--- config.mk ---
export PLATFORM = sky130hd
export DESIGN_NAME = riscv_mmio_timer
export DESIGN_NICKNAME = d
export VERILOG_FILES = /design/src/rtl/riscv_mmio_timer.sv
export SDC_FILE = /design/constraint.sdc
export NUM_CORES = 1
export LEC_CHECK = 0
export CAP_MARGIN = 20
export CORE_ASPECT_RATIO = 0.6
export CORE_MARGIN = 4
export CORE_UTILIZATION = 60
export CTS_BUF_LIST = sky130_fd_sc_hd__clkbuf_4 sky130_fd_sc_hd__clkbuf_8 sky130_fd_sc_hd__clkbuf_16
export DETAILED_ROUTE_END_ITERATION = 6
export GPL_TIMING_DRIVEN = 0
export PLACE_DENSITY = 0.94
export SLEW_MARGIN = 20
export SYNTH_ARGS = -nofsm -noshare
export SYNTH_HDL_FRONTEND = slang
export SYNTH_SLANG_ARGS = --single-unit
--- constraint.sdc ---
create_clock -name clk -period 6 [get_ports clk]
set_clock_uncertainty 0.05 [all_clocks]
set_input_delay 0.9 -clock clk [delete_from_list [all_inputs] [get_ports clk]]
set_output_delay 0.9 -clock clk [all_outputs]
set_load 0.005 [all_outputs]
--- src/rtl/riscv_mmio_timer.sv ---
// ---------------------------------------------------------------------------
// riscv_mmio_timer
//
// Machine timer on the core's data port. Holds a 64-bit free-running mtime
// counter (advanced by a prescaled tick) and a 64-bit mtimecmp register.
// A sticky PEND bit latches whenever mtime >= mtimecmp and drives the level
// timer interrupt when IRQ_EN is set.
//
// Register map (word offset from BASE_ADDR):
//   0x00 MTIME_LO     RW
//   0x04 MTIME_HI     RW
//   0x08 MTIMECMP_LO  RW
//   0x0C MTIMECMP_HI  RW
//   0x10 CTRL         RW   bit0 EN, bit1 IRQ_EN
//   0x14 STATUS       W1C  bit0 PEND
//   0x18, 0x1C        read 0, writes ignored
//
// Bus handshake: there is no valid/ready pair. Every cycle is a transfer:
// a store is accepted on the rising edge whenever write_en & sel, and a
// load is answered combinationally in the same cycle with zero wait states.
//
// Ports:
//   clk        system clock, rising edge
//   x_reset    asynchronous active-low reset
//   addr       data-port byte address
//   write_en   store strobe
//   wdata      lane-aligned store data
//   wbe        byte enables, bit n gates wdata[8n+7:8n]
//   sel        address hits this block
//   rdata      combinational read data, 0 when not selected
//   timer_irq  level interrupt, PEND & IRQ_EN
// ---------------------------------------------------------------------------
module riscv_mmio_timer #(
    parameter logic [31:0] BASE_ADDR = 32'h0000_2000,
    parameter int unsigned PRESCALE  = 1
) (
    input  logic        clk,
    input  logic        x_reset,
    input  logic [31:0] addr,
    input  logic        write_en,
    input  logic [31:0] wdata,
    input  logic [3:0]  wbe,
    output logic        sel,
    output logic [31:0] rdata,
    output logic        timer_irq
);

    localparam logic [2:0]  OFF_MTIME_LO = 3'd0;
    localparam logic [2:0]  OFF_MTIME_HI = 3'd1;
    localparam logic [2:0]  OFF_CMP_LO   = 3'd2;
    localparam logic [2:0]  OFF_CMP_HI   = 3'd3;
    localparam logic [2:0]  OFF_CTRL     = 3'd4;
    localparam logic [2:0]  OFF_STATUS   = 3'd5;
    localparam logic [15:0] PCNT_LAST    = 16'(PRESCALE - 1);

    // Replace only the enabled byte lanes of a 32-bit register.
    function automatic logic [31:0] merge_bytes(input logic [31:0] old_val,
                                                input logic [31:0] new_val,
                                                input logic [3:0]  be);
        logic [31:0] res;
        res = old_val;
        for (int i = 0; i < 4; i++) begin
            if (be[i]) begin
                res[8*i +: 8] = new_val[8*i +: 8];
            end
        end
        return res;
    endfunction

    // Register state
    logic [31:0] mtime_lo;
    logic [31:0] mtime_hi;
    logic [31:0] cmp_lo;
    logic [31:0] cmp_hi;
    logic        ctrl_en;
    logic        ctrl_irq_en;
    logic        pend;
    logic [15:0] pcnt;

    // Decode and strobes
    logic [2:0]  offset;
    logic        wr;
    logic        wr_mtime_lo;
    logic        wr_mtime_hi;
    logic        wr_cmp_lo;
    logic        wr_cmp_hi;
    logic        wr_ctrl;
    logic        clr_pend;
    logic        tick;
    logic        match;
    logic [63:0] mtime_inc;
    logic [31:0] mtime_lo_next;
    logic [31:0] mtime_hi_next;

    // addr[1:0] does not take part in word decode.
    logic        unused_addr_bits;
    assign unused_addr_bits = &{1'b0, addr[1:0]};

    assign sel    = (addr[31:5] == BASE_ADDR[31:5]);
    assign offset = addr[4:2];
    assign wr     = write_en & sel;

    assign wr_mtime_lo = wr & (offset == OFF_MTIME_LO);
    assign wr_mtime_hi = wr & (offset == OFF_MTIME_HI);
    assign wr_cmp_lo   = wr & (offset == OFF_CMP_LO);
    assign wr_cmp_hi   = wr & (offset == OFF_CMP_HI);
    assign wr_ctrl     = wr & (offset == OFF_CTRL) & wbe[0];
    // PEND lives in byte 0, so the clear needs that lane enabled.
    assign clr_pend    = wr & (offset == OFF_STATUS) & wbe[0] & wdata[0];

    assign tick      = ctrl_en & (pcnt == PCNT_LAST);
    assign match     = ({mtime_hi, mtime_lo} >= {cmp_hi, cmp_lo});
    assign mtime_inc = {mtime_hi, mtime_lo} + 64'd1;

    // A store to either mtime half wins over a tick in the same cycle: the
    // written half takes the new bytes, the other half holds, and that
    // cycle's increment is dropped.
    always_comb begin
        mtime_lo_next = mtime_lo;
        mtime_hi_next = mtime_hi;
        if (wr_mtime_lo) begin
            mtime_lo_next = merge_bytes(mtime_lo, wdata, wbe);
        end else if (wr_mtime_hi) begin
            mtime_hi_next = merge_bytes(mtime_hi, wdata, wbe);
        end else if (tick) begin
            mtime_lo_next = mtime_inc[31:0];
            mtime_hi_next = mtime_inc[63:32];
        end
    end

    always_ff @(posedge clk or negedge x_reset) begin
        if (!x_reset) begin
            mtime_lo <= 32'h0;
            mtime_hi <= 32'h0;
        end else begin
            mtime_lo <= mtime_lo_next;
            mtime_hi <= mtime_hi_next;
        end
    end

    always_ff @(posedge clk or negedge x_reset) begin
        if (!x_reset) begin
            cmp_lo <= 32'hFFFF_FFFF;
            cmp_hi <= 32'hFFFF_FFFF;
        end else begin
            if (wr_cmp_lo) begin
                cmp_lo <= merge_bytes(cmp_lo, wdata, wbe);
            end
            if (wr_cmp_hi) begin
                cmp_hi <= merge_bytes(cmp_hi, wdata, wbe);
            end
        end
    end

    always_ff @(posedge clk or negedge x_reset) begin
        if (!x_reset) begin
            ctrl_en     <= 1'b0;
            ctrl_irq_en <= 1'b0;
        end else if (wr_ctrl) begin
            ctrl_en     <= wdata[0];
            ctrl_irq_en <= wdata[1];
        end
    end

    // Prescaler counts only while enabled and holds its partial count when
    // disabled, so a pause does not lose or gain a fraction of a tick.
    always_ff @(posedge clk or negedge x_reset) begin
        if (!x_reset) begin
            pcnt <= 16'h0;
        end else if (ctrl_en) begin
            if (tick) begin
                pcnt <= 16'h0;
            end else begin
                pcnt <= pcnt + 16'h1;
            end
        end
    end

    // Set has priority over the software clear: a still-true match keeps
    // PEND asserted, so software must raise mtimecmp before clearing.
    always_ff @(posedge clk or negedge x_reset) begin
        if (!x_reset) begin
            pend <= 1'b0;
        end else if (match) begin
            pend <= 1'b1;
        end else if (clr_pend) begin
            pend <= 1'b0;
        end
    end

    assign timer_irq = pend & ctrl_irq_en;

    always_comb begin
        rdata = 32'h0;
        if (sel) begin
            case (offset)
                OFF_MTIME_LO: rdata = mtime_lo;
                OFF_MTIME_HI: rdata = mtime_hi;
                OFF_CMP_LO:   rdata = cmp_lo;
                OFF_CMP_HI:   rdata = cmp_hi;
                OFF_CTRL:     rdata = {30'h0, ctrl_irq_en, ctrl_en};
                OFF_STATUS:   rdata = {31'h0, pend};
                default:      rdata = 32'h0;
            endcase
        end
    end

endmodule

==> results.cfg <==
[power_and_ir_drop]
switching_share_pct = 24.60
p_per_area_nw_per_um2 = 181.6
p_sw_mw = 0.5638
leakage_nw = 4.933
clkPwrFrac_pct = 50.5
ir_worst_vdd_mv = 0.2018
power_frac_comb_pct = 6.1
p_total_mw = 2.292
seq_power_share_pct = 43.3
p_int_mw = 1.728

[placed_design]
routabilityCongestion = 1.098
hpwl_um = 32100
placedInstanceArea_um2 = 11990
port_buffers = 98
dp_slack_ns = 0.04564

[sta]
finalCritPeriodShare_pct = 99.17
slew_viol_final = 0
rsz0062_at_grt = no
hold_slack_ns = 0.3380
setup_viol = 0
relSlewSlack_pct = 23.53
hold_viol_final = 0
fmax_mhz = 168.1
finalWorstSetupSlack_ns = 0.05001
worstMarginPinSlew_ns = 1.147
fin_crit_ns = 5.950

[clock_tree]
root_buffer = clkbuf_16
post_cts_buffers = 0
clk_pin_slew_ns = 0.07
clkLatencyLatePin_ns = 0.46
cts_max_level = 4
cts_tree = yes
cts.sinks = 147
cts_buffers = 17
cts_buffer_depth = 2

[yosys]
syn_avg_cell_area_um2 = 8.696
synth_cells = 1227
ys_seq_elements = 147
ys.flop_type = dfrtp_1
synth_fp_nets = 1365
synthTopCellsByCount = 114 x a21oi_1, 99 x nand2_1, 83 x dfrtp_1
yosysTopAreaCell = dfrtp_1
synth_edf_count = 0
yosysMostFrequentCell = a21oi_1
netlist_area_um2 = 10670
yosysUniqueCellTypes = 65
synth_seq_area_share_pct = 35.23
synthTopCellsByArea = dfrtp_1 19%, dfstp_2 16%, ha_1 7.9%
synth_top_area_share_pct = 19.47
postSynth.asyncResetShare_pct = 100.0
yosys_warnings = 0

[drt]
routedWlPerCell_um = 28.16
routed_wl_um = 44830
drt_iter0_drc = 2017
dr_total_vias = 11610
drtAntennaViolNets = 0
viasPerCell = 7.290
drt-pass1-iter-count = 7
drc = 18

[global_routing]
grt_pass1_wl_um = 67650
antenna_found_initial = 1
grt_pass1_vias = 11080
track_usage_pct = 44.01
grt_overflow = 0
grt_max_degree = 79

[layout]
fill_cells = 1296
antenna_cells = 0
final_cell_area_um2 = 12620
nets = 1483
final-seq-area_um2 = 3759
multi_input_area_um2 = 6351
area_growth_pct = 18.28
drive_gt1_share_pct = 13.92
fin_util_pct = 73.09

[floorplanning]
coreArea_um2 = 17270
dieArea_um2 = 20050
die_w_um = 180.2
num_rows = 37
start_util_pct = 61.79
chipHeight_um = 111.3
ios = 105

[critical_path]
cp.arrival_ns = 5.00
path_class = primary input to primary output
cp-end-kind = primary output
required_ns = 5.05
start_kind = primary input
path_max_fanout = 10

[flow_run]
cap_violations = 0

[min_path]
min_path_type = primary input to asynchronous set/reset pin

[run_status]
status = finished with violations
violations = DRC
==> worst max-delay path, stage by stage <==
cell and delay, ns:
clkdlybuf4s50_1 0.69, and2_1 0.18, clkbuf_1 0.59, nor2b_1 0.40
clkdlybuf4s15_1 0.79, clkbuf_2 0.51, a22oi_1 0.12, a21oi_1 0.25
clkdlybuf4s50_1 0.55
==> path summary, 6_finish.rpt <==
kind	from	end	slack, ns	depth (start not counted)
worst max register to register	mtime_lo[0]	mtime_hi[16]	2.47	8
worst min-delay path	x_reset	pcnt[4]	0.34	1
min in group clk	cmp_lo[8]	cmp_lo[8]	0.45	2
max in group asynchronous	x_reset	cmp_hi[29]	4.71	2
worst min register to register	cmp_lo[8]	cmp_lo[8]	0.45	2
worst max-delay path	addr[3]	rdata[20]	0.05	9
==> state kept, by name (all words and copies together), names as in the netlist <==
| register | cells |
|---|---|
| cmp_hi | 32 |
| cmp_lo | 32 |
| mtime_hi | 32 |
| mtime_lo | 32 |
| pcnt | 16 |
| ctrl_en | 1 |
| ctrl_irq_en | 1 |
| pend | 1 |
==> power by group through the flow <==
stage | Combinational, mW | Sequential [mW] | Clock [mW]
floorplan | 0.0311 | 1.01 | 0
global placement | 0.129 | 1.01 | 0
detailed placement | 0.134 | 1.01 | 0
CTS | 0.134 | 0.993 | 1.15
global route | 0.146 | 0.993 | 1.20
finish | 0.141 | 0.993 | 1.16
==> layer usage <==
metal	wire [µm]	share of wire, %	global-route usage, %
met3	7996	18	22.07
met2	17720	40	59.19
met4	1804	4.0	17.77
met1	17300	39	59.87
met5	13	0.029	0
==> placed cells by master, fill, tap and decap left out, types with 6 or more instances in the layout <==
master and n:
clkdlybuf4s50_1 97, dfstp_2 64, dfrtp_1 83, a21oi_1 114, nor3b_1 8, o21ai_0 52
and3_1 32, buf_2 13, ha_1 67, o31ai_1 12, clkbuf_16 17, a22oi_1 41
and2_1 12, mux2_2 63, a31oi_1 14, nand2b_1 9, o21ai_1 10, nand3_1 56
nand4_1 34, nor4_1 14, a22o_1 6, and4_1 21, clkbuf_1 49, mux2i_1 16
xnor2_1 11, a21o_1 14, inv_1 78, a2bb2oi_1 12, nor2_1 79, o21a_1 7
a221oi_1 15, nand2_1 99, nor3_1 17, o211ai_1 9, o22ai_1 27
==> metrics by stage <==
step / std cells / TNS [ns]
after floorplan: 1227 / 0
after global placement: 1559 / -157.31
after detailed placement: 1560 / 0
after CTS: 1592 / 0
after global routing: 1592 / 0
final: 1592 / 0
==> kinds of logic after synthesis <==
family	after synthesis	synth area share [%]
compound gates	358	21.19
flops	147	35.23
mux	83	8.994
fa+ha+maj	67	7.856
buf+inv	147	5.359
xor+xnor	14	1.149
simple gates	411	20.23
==> cell type report <==
type,instances,area share [%]
Buffer,69,2.270
Clock buffer,19,3.589
Clock inverter,13,1.368
Inverter,78,2.320
Multi-Input combinational cell,933,50.32
Sequential cell,147,29.78
Tap cell,234,2.320
Timing Repair Buffer,99,8.030
==> repair_timing <==
action	CTS	global route
hold buffers	0	0
resized for setup	0	4
endpoints found under the setup margin	0	10
Power figures use the tool's default switching activity.
